### config.mk
export PLATFORM = sky130hd
export DESIGN_NAME = pwm_deadtime_flat
export DESIGN_NICKNAME = d
export VERILOG_FILES = /design/src/rtl/pwm_deadtime_if.sv /design/src/rtl/pwm_deadtime.sv /design/src/flat_wrapper.sv
export SDC_FILE = /design/constraint.sdc
export NUM_CORES = 1
export LEC_CHECK = 0
export CAP_MARGIN = 20
export CORE_UTILIZATION = 51
export DETAILED_ROUTE_END_ITERATION = 12
export PLACE_DENSITY = 0.8
export SLEW_MARGIN = 20
export SYNTH_ARGS = -nofsm -noshare
export SYNTH_HDL_FRONTEND = slang
export SYNTH_SLANG_ARGS = --single-unit
### constraint.sdc
create_clock -name sys_clk -period 5.2 [get_ports sys_clk]
set_input_delay 1.56 -clock sys_clk [delete_from_list [all_inputs] [get_ports sys_clk]]
set_output_delay 1.56 -clock sys_clk [all_outputs]
set_load 0.03 [all_outputs]
### src/rtl/pwm_deadtime_if.sv
// Bus bundle between a PWM source / register block and the dead-time generator.
// With PWM_DT_FAULT_EN defined the bundle also carries the fault trip, clear and flag.
interface pwm_deadtime_if #(
    parameter int unsigned DT_W = 8
);
    logic            enable;
    logic [DT_W-1:0] dead_time;
    logic            pwm_in;
    logic            out_hi;
    logic            out_lo;
    logic            dt_active;
`ifdef PWM_DT_FAULT_EN
    logic            fault_in;
    logic            fault_clear;
    logic            fault_flag;

    modport master (
        output enable, dead_time, pwm_in, fault_in, fault_clear,
        input  out_hi, out_lo, dt_active, fault_flag
    );

    modport slave (
        input  enable, dead_time, pwm_in, fault_in, fault_clear,
        output out_hi, out_lo, dt_active, fault_flag
    );
`else
    modport master (
        output enable, dead_time, pwm_in,
        input  out_hi, out_lo, dt_active
    );

    modport slave (
        input  enable, dead_time, pwm_in,
        output out_hi, out_lo, dt_active
    );
`endif
endinterface

### src/rtl/pwm_deadtime.sv
// Complementary dead-time generator: splits one PWM waveform into high/low-side gate
// drives separated by a programmable both-low band. Outputs are decoded from the next
// state and registered so they move on the same edge as the state.
// Optional macro PWM_DT_FAULT_EN adds a sticky external fault trip (FAULT state).
module pwm_deadtime #(
    parameter int unsigned DT_W = 8
) (
    input  logic          sys_clk,
    input  logic          sys_reset,
    pwm_deadtime_if.slave bus
);

`ifdef PWM_DT_FAULT_EN
    typedef enum logic [2:0] {
        ST_OFF   = 3'd0,
        ST_HI_ON = 3'd1,
        ST_LO_ON = 3'd2,
        ST_DEAD  = 3'd3,
        ST_FAULT = 3'd4
    } state_t;
`else
    typedef enum logic [1:0] {
        ST_OFF   = 2'd0,
        ST_HI_ON = 2'd1,
        ST_LO_ON = 2'd2,
        ST_DEAD  = 2'd3
    } state_t;
`endif

    state_t          state;
    state_t          state_nxt;
    logic [DT_W-1:0] cnt;
    logic [DT_W-1:0] cnt_nxt;
    logic [DT_W-1:0] dt_load;
    logic            out_hi_c;
    logic            out_lo_c;
    logic            dt_active_c;
`ifdef PWM_DT_FAULT_EN
    logic            fault_flag_nxt;
`endif

    // A programmed band of zero still yields a one-cycle band.
    assign dt_load = (bus.dead_time == '0) ? DT_W'(1) : bus.dead_time;

    // State and band counter register.
    always_ff @(posedge sys_clk) begin
        if (sys_reset) begin
            state <= ST_OFF;
            cnt   <= '0;
        end else begin
            state <= state_nxt;
            cnt   <= cnt_nxt;
        end
    end

    // Next-state and counter logic; fault beats enable, enable beats normal sequencing.
    always_comb begin
        state_nxt = state;
        cnt_nxt   = cnt;
`ifdef PWM_DT_FAULT_EN
        fault_flag_nxt = bus.fault_flag;
        if (bus.fault_in) begin
            state_nxt      = ST_FAULT;
            cnt_nxt        = '0;
            fault_flag_nxt = 1'b1;
        end else if (state == ST_FAULT) begin
            if (bus.fault_clear) begin
                state_nxt      = ST_OFF;
                fault_flag_nxt = 1'b0;
            end
        end else
`endif
        if (!bus.enable) begin
            state_nxt = ST_OFF;
            cnt_nxt   = '0;
        end else begin
            case (state)
                ST_OFF: begin
                    state_nxt = ST_DEAD;
                    cnt_nxt   = dt_load;
                end
                ST_HI_ON: begin
                    if (!bus.pwm_in) begin
                        state_nxt = ST_DEAD;
                        cnt_nxt   = dt_load;
                    end
                end
                ST_LO_ON: begin
                    if (bus.pwm_in) begin
                        state_nxt = ST_DEAD;
                        cnt_nxt   = dt_load;
                    end
                end
                ST_DEAD: begin
                    if (cnt > DT_W'(1)) begin
                        cnt_nxt = cnt - DT_W'(1);
                    end else begin
                        state_nxt = bus.pwm_in ? ST_HI_ON : ST_LO_ON;
                        cnt_nxt   = '0;
                    end
                end
                default: begin
                    state_nxt = ST_OFF;
                    cnt_nxt   = '0;
                end
            endcase
        end
    end

    // Output decode from the next state; at most one gate can be selected.
    always_comb begin
        out_hi_c    = 1'b0;
        out_lo_c    = 1'b0;
        dt_active_c = 1'b0;
        case (state_nxt)
            ST_HI_ON: out_hi_c    = 1'b1;
            ST_LO_ON: out_lo_c    = 1'b1;
            ST_DEAD:  dt_active_c = 1'b1;
            default:  ;
        endcase
    end

    // Registered gate drives and band indicator.
    always_ff @(posedge sys_clk) begin
        if (sys_reset) begin
            bus.out_hi    <= 1'b0;
            bus.out_lo    <= 1'b0;
            bus.dt_active <= 1'b0;
        end else begin
            bus.out_hi    <= out_hi_c;
            bus.out_lo    <= out_lo_c;
            bus.dt_active <= dt_active_c;
        end
    end

`ifdef PWM_DT_FAULT_EN
    // Sticky fault status, cleared only when the block leaves FAULT.
    always_ff @(posedge sys_clk) begin
        if (sys_reset) begin
            bus.fault_flag <= 1'b0;
        end else begin
            bus.fault_flag <= fault_flag_nxt;
        end
    end
`endif

endmodule

### src/flat_wrapper.sv
// flat-port wrapper written by rule: the top's interface ports become plain ports
module pwm_deadtime_flat 
#(
    parameter int unsigned DT_W = 8
)
  (sys_clk, sys_reset, bus_enable, bus_dead_time, bus_pwm_in, bus_out_hi, bus_out_lo, bus_dt_active);
  pwm_deadtime_if #(.DT_W(DT_W)) bus_i ();
  input  logic sys_clk;
  input  logic sys_reset;
  input wire logic [$bits(bus_i.enable)-1:0] bus_enable;
  input wire logic [$bits(bus_i.dead_time)-1:0] bus_dead_time;
  input wire logic [$bits(bus_i.pwm_in)-1:0] bus_pwm_in;
  output wire logic [$bits(bus_i.out_hi)-1:0] bus_out_hi;
  output wire logic [$bits(bus_i.out_lo)-1:0] bus_out_lo;
  output wire logic [$bits(bus_i.dt_active)-1:0] bus_dt_active;
  assign bus_i.enable = bus_enable;
  assign bus_i.dead_time = bus_dead_time;
  assign bus_i.pwm_in = bus_pwm_in;
  assign bus_out_hi = bus_i.out_hi;
  assign bus_out_lo = bus_i.out_lo;
  assign bus_dt_active = bus_i.dt_active;
  pwm_deadtime #(.DT_W(DT_W)) u_core (.sys_clk(sys_clk), .sys_reset(sys_reset), .bus(bus_i));
endmodule
==> metrics.md <==
| Metric | Value |
|---|---|
| Status | finished clean |
| Routed length per placed instance | 13.6 um |
| DRT Pass-1 Iters | 4 |
| Dpl hpwl | 1160 um |
| Metal2 WL | 750 um |
| Mapped cell area | 702 um^2 |
| Largest family of logic cells by synthesized area | compound AO/OA/AOI/OAI gates |
| Boundary Pins | 15 |
| Setup tns final | 0 ps |
| Routed via count | 677 |
| Most common cell after layout, fill and taps aside | clkdlybuf4s50_1 |
| Area Growth Syn to Fin | 25.8% |
| Max stage delay on crit path | 660 ps |
| Post-synthesis compound-gate area fraction | 29.2% |
| Number of unique standard cell types used by synthesis | 34 |
| NetSw | 0.0618 mW |
| Clock Skew | 1.46 ps |
| Core Footprint | 1280 um^2 |
| Starting Density | 54.6% |
| Detailed-route vias per instance | 6.04 |
| Setup bufs post-CTS | 0 |
| Total Power | 0.222 mW |
| Crit path DAT | 1250 ps |
| Crit share post-route | 54.1% |
| Synth Instances | 80 |
| Routed Antenna Nets | 0 |
| CP Class | reg -> out |
| Clk network pwr share | 28.4% |
| Yosys top cell area share | 37.1% |
| Power Dens Cells | 251 nW/um^2 |
| Layout cells sized above 1 | 7.22% |
| Layout net count | 112 |
| Leakage | 0.331 nW |
| GR Overflow Total | 0 |
| Commonest non-fill, non-tap cells in the layout | clkdlybuf4s50_1, dfxtp_1, a21oi_1, o21ai_0, nor2_1 |
| Max Fclk | 0.356 GHz |
| Iteration-0 DRC Markers | 10 |
| GRT Util Overall | 25.6% |
| Inst Count DP | 108 |
| Total routed wirelength | 1530 um |
| PortBufs | 14 |
| First-pass GRT wire length | 2570 um |
| Hold Buf Count CTS | 0 |
| Die Wd | 39.1 um |
| Post-synthesis mux area share | 4.28% |
| Sink Count | 13 |
| Max clock buf depth | 2 |
| Die Ht | 39.1 um |
| Worst-path cell chain | clkdlybuf4s50_1 |
| Ys Warns | 0 |
| Residual DRC | 0 |
| Clk_lat worst skew | 280 ps |
| P_int | 0.160 mW |
| Synthesized flop and latch total | 13 |
| Synth area leaders | dfxtp_1, a21oi_1, mux2i_1, o21ai_0, and2_1 |
| Max_cap viols | 0 |
| Part of the power in combinational logic | 22.1% |
| CTS resizes | 0 |
| Vias in the first global route | 612 |
| Buf/Inv on CP | 1 |
| Ant diodes | 0 |
| WL met3 | 113 um |
| Syn Nets | 94 |
| Met1 wire length | 647 um |
| Num rows | 13 |
| Final hold violations | 0 |
| Final slew viol count | 0 |
| TritonCTS clock tree | done |
| Delay-heaviest family, CP | buffers and inverters |
| Die area | 1530 um^2 |
| Adder-cell area share of the yosys netlist | 3.57% |
| Syn_area_per_cell | 8.77 um^2 |
| XOR/XNOR Fraction of Synth Area | 2.50% |
| Placer Congestion | 0.858 |
| Filler Cell Count | 106 |
| Fin cells | 112 |
| Sequential fraction of the synthesis area | 37.1% |
| Seq pwr share | 49.5% |
| Worst min-delay path class | reg -> reg |
| Biggest area consumer among synthesized cells | dfxtp_1 |
| Largest net degree at the start of global routing | 9 |
| Min Clock Period, post-route | 2810 ps |
| Fraction of power spent switching nets | 27.8% |
| Unrepaired setup endpoints after global routing | false |
| CP Max Fanout | 1 |
| Post-synthesis simple-gate area fraction | 21.7% |
| Worst slew pin tran | 497 ps |
| Worst setup SP type | register |
| CTS clk-pin slew, worst paths | 80 ps |
| Root Driver | clkbuf_4 |
| Max rail drop VDD | 0.000162 V |
| Antenna violations before repair | 0 |
| Worst slew margin | 66.7% |
| Final setup vio count | 0 |
| Slowest CP cell | clkdlybuf4s50_1 |
| Critical path endpoint category | primary output |
| H-tree levels | 1 |
| Crit path required time | 3640 ps |
| CTS buffer count | 3 |
| Max Used Layer | met4 |
## synth_stat cells (all sizes together)
| master | instances |
|---|---|
| dfxtp | 13 |
| a21oi | 8 |
| o21ai | 6 |
| nor2 | 5 |
| and2 | 4 |
| o22ai | 4 |
| mux2i | 3 |
| nand2 | 3 |
| nand2b | 3 |
| ha | 2 |
| inv | 2 |
| nor3 | 2 |
| o21a | 2 |
| o22a | 2 |
| o31ai | 2 |
| or4b | 2 |
| xnor2 | 2 |
| a21boi | 1 |
| a21o | 1 |
| a22o | 1 |
| a22oi | 1 |
| a2bb2oi | 1 |
| a31oi | 1 |
| clkbuf | 1 |
| nand3 | 1 |
| nand3b | 1 |
| nor2b | 1 |
| nor4 | 1 |
| o21bai | 1 |
| or2 | 1 |
| or3 | 1 |
| or4 | 1 |
## power by group through the flow
stage               Sequential (mW)  Clock (mW)  Combinational, mW
detailed placement            0.112           0             0.0490
CTS                           0.110      0.0632             0.0491
global placement              0.112           0             0.0478
global route                  0.111      0.0692             0.0541
floorplan                     0.112           0             0.0312
finish                        0.110      0.0631             0.0490
## logic make-up after synthesis
family	count (synthesis)
compound gates	31
fa+ha+maj	2
simple gates	26
xor+xnor	2
mux	3
flops	13
buf+inv	3
## path summary, 6_finish.rpt
| path | slack (ps) | end | cells after the start | from |
|---|---|---|---|---|
| hold reg to reg | 540 | u_core.bus.out_hi | 2 | u_core.state[0] |
| hold / removal | 540 | u_core.bus.out_hi | 2 | u_core.state[0] |
| setup / recovery | 2390 | bus_dt_active | 1 | u_core.bus.dt_active |
| setup reg to reg | 3310 | u_core.state[0] | 4 | u_core.cnt[4] |
## cell type report
| type | instances | area (um^2) | share of cell area [%] |
|---|---|---|---|
| inverters | 2 | 7.51 | 0.850 |
| clock buffers | 4 | 26.3 | 2.97 |
| flip-flops and latches | 13 | 260 | 29.5 |
| multi-input cells | 64 | 430 | 48.7 |
| repair buffers | 14 | 140 | 15.9 |
| well taps | 15 | 18.8 | 2.12 |
## sequential cells by signal, summed over array words and instances (netlist names)
name,cells
u_core.cnt,8
u_core.bus.dt_active,1
u_core.bus.out_lo,1
u_core.bus.out_hi,1
u_core.state,2
## routing by layer
metal  GRT usage, %  vias to the layer above
met1           29.0                      316
li1               -                      335
met4           10.3                        0
met2           43.3                       22
met3           8.67                        4
met5              0                        -
## stage by stage
stage | area, um^2 | worst slack (ps) | utilization (%) | hold slack (ps)
floorplan | 702 | 2600 | - | 491
detailed placement | 857 | 2150 | 66.7 | 520
CTS | 883 | 2370 | 68.7 | 534
global placement | 857 | 2180 | 66.7 | 531
finish | 883 | 2390 | 68.7 | 536
global route | 883 | 2330 | 68.7 | 556
Power figures use the tool's default switching activity.
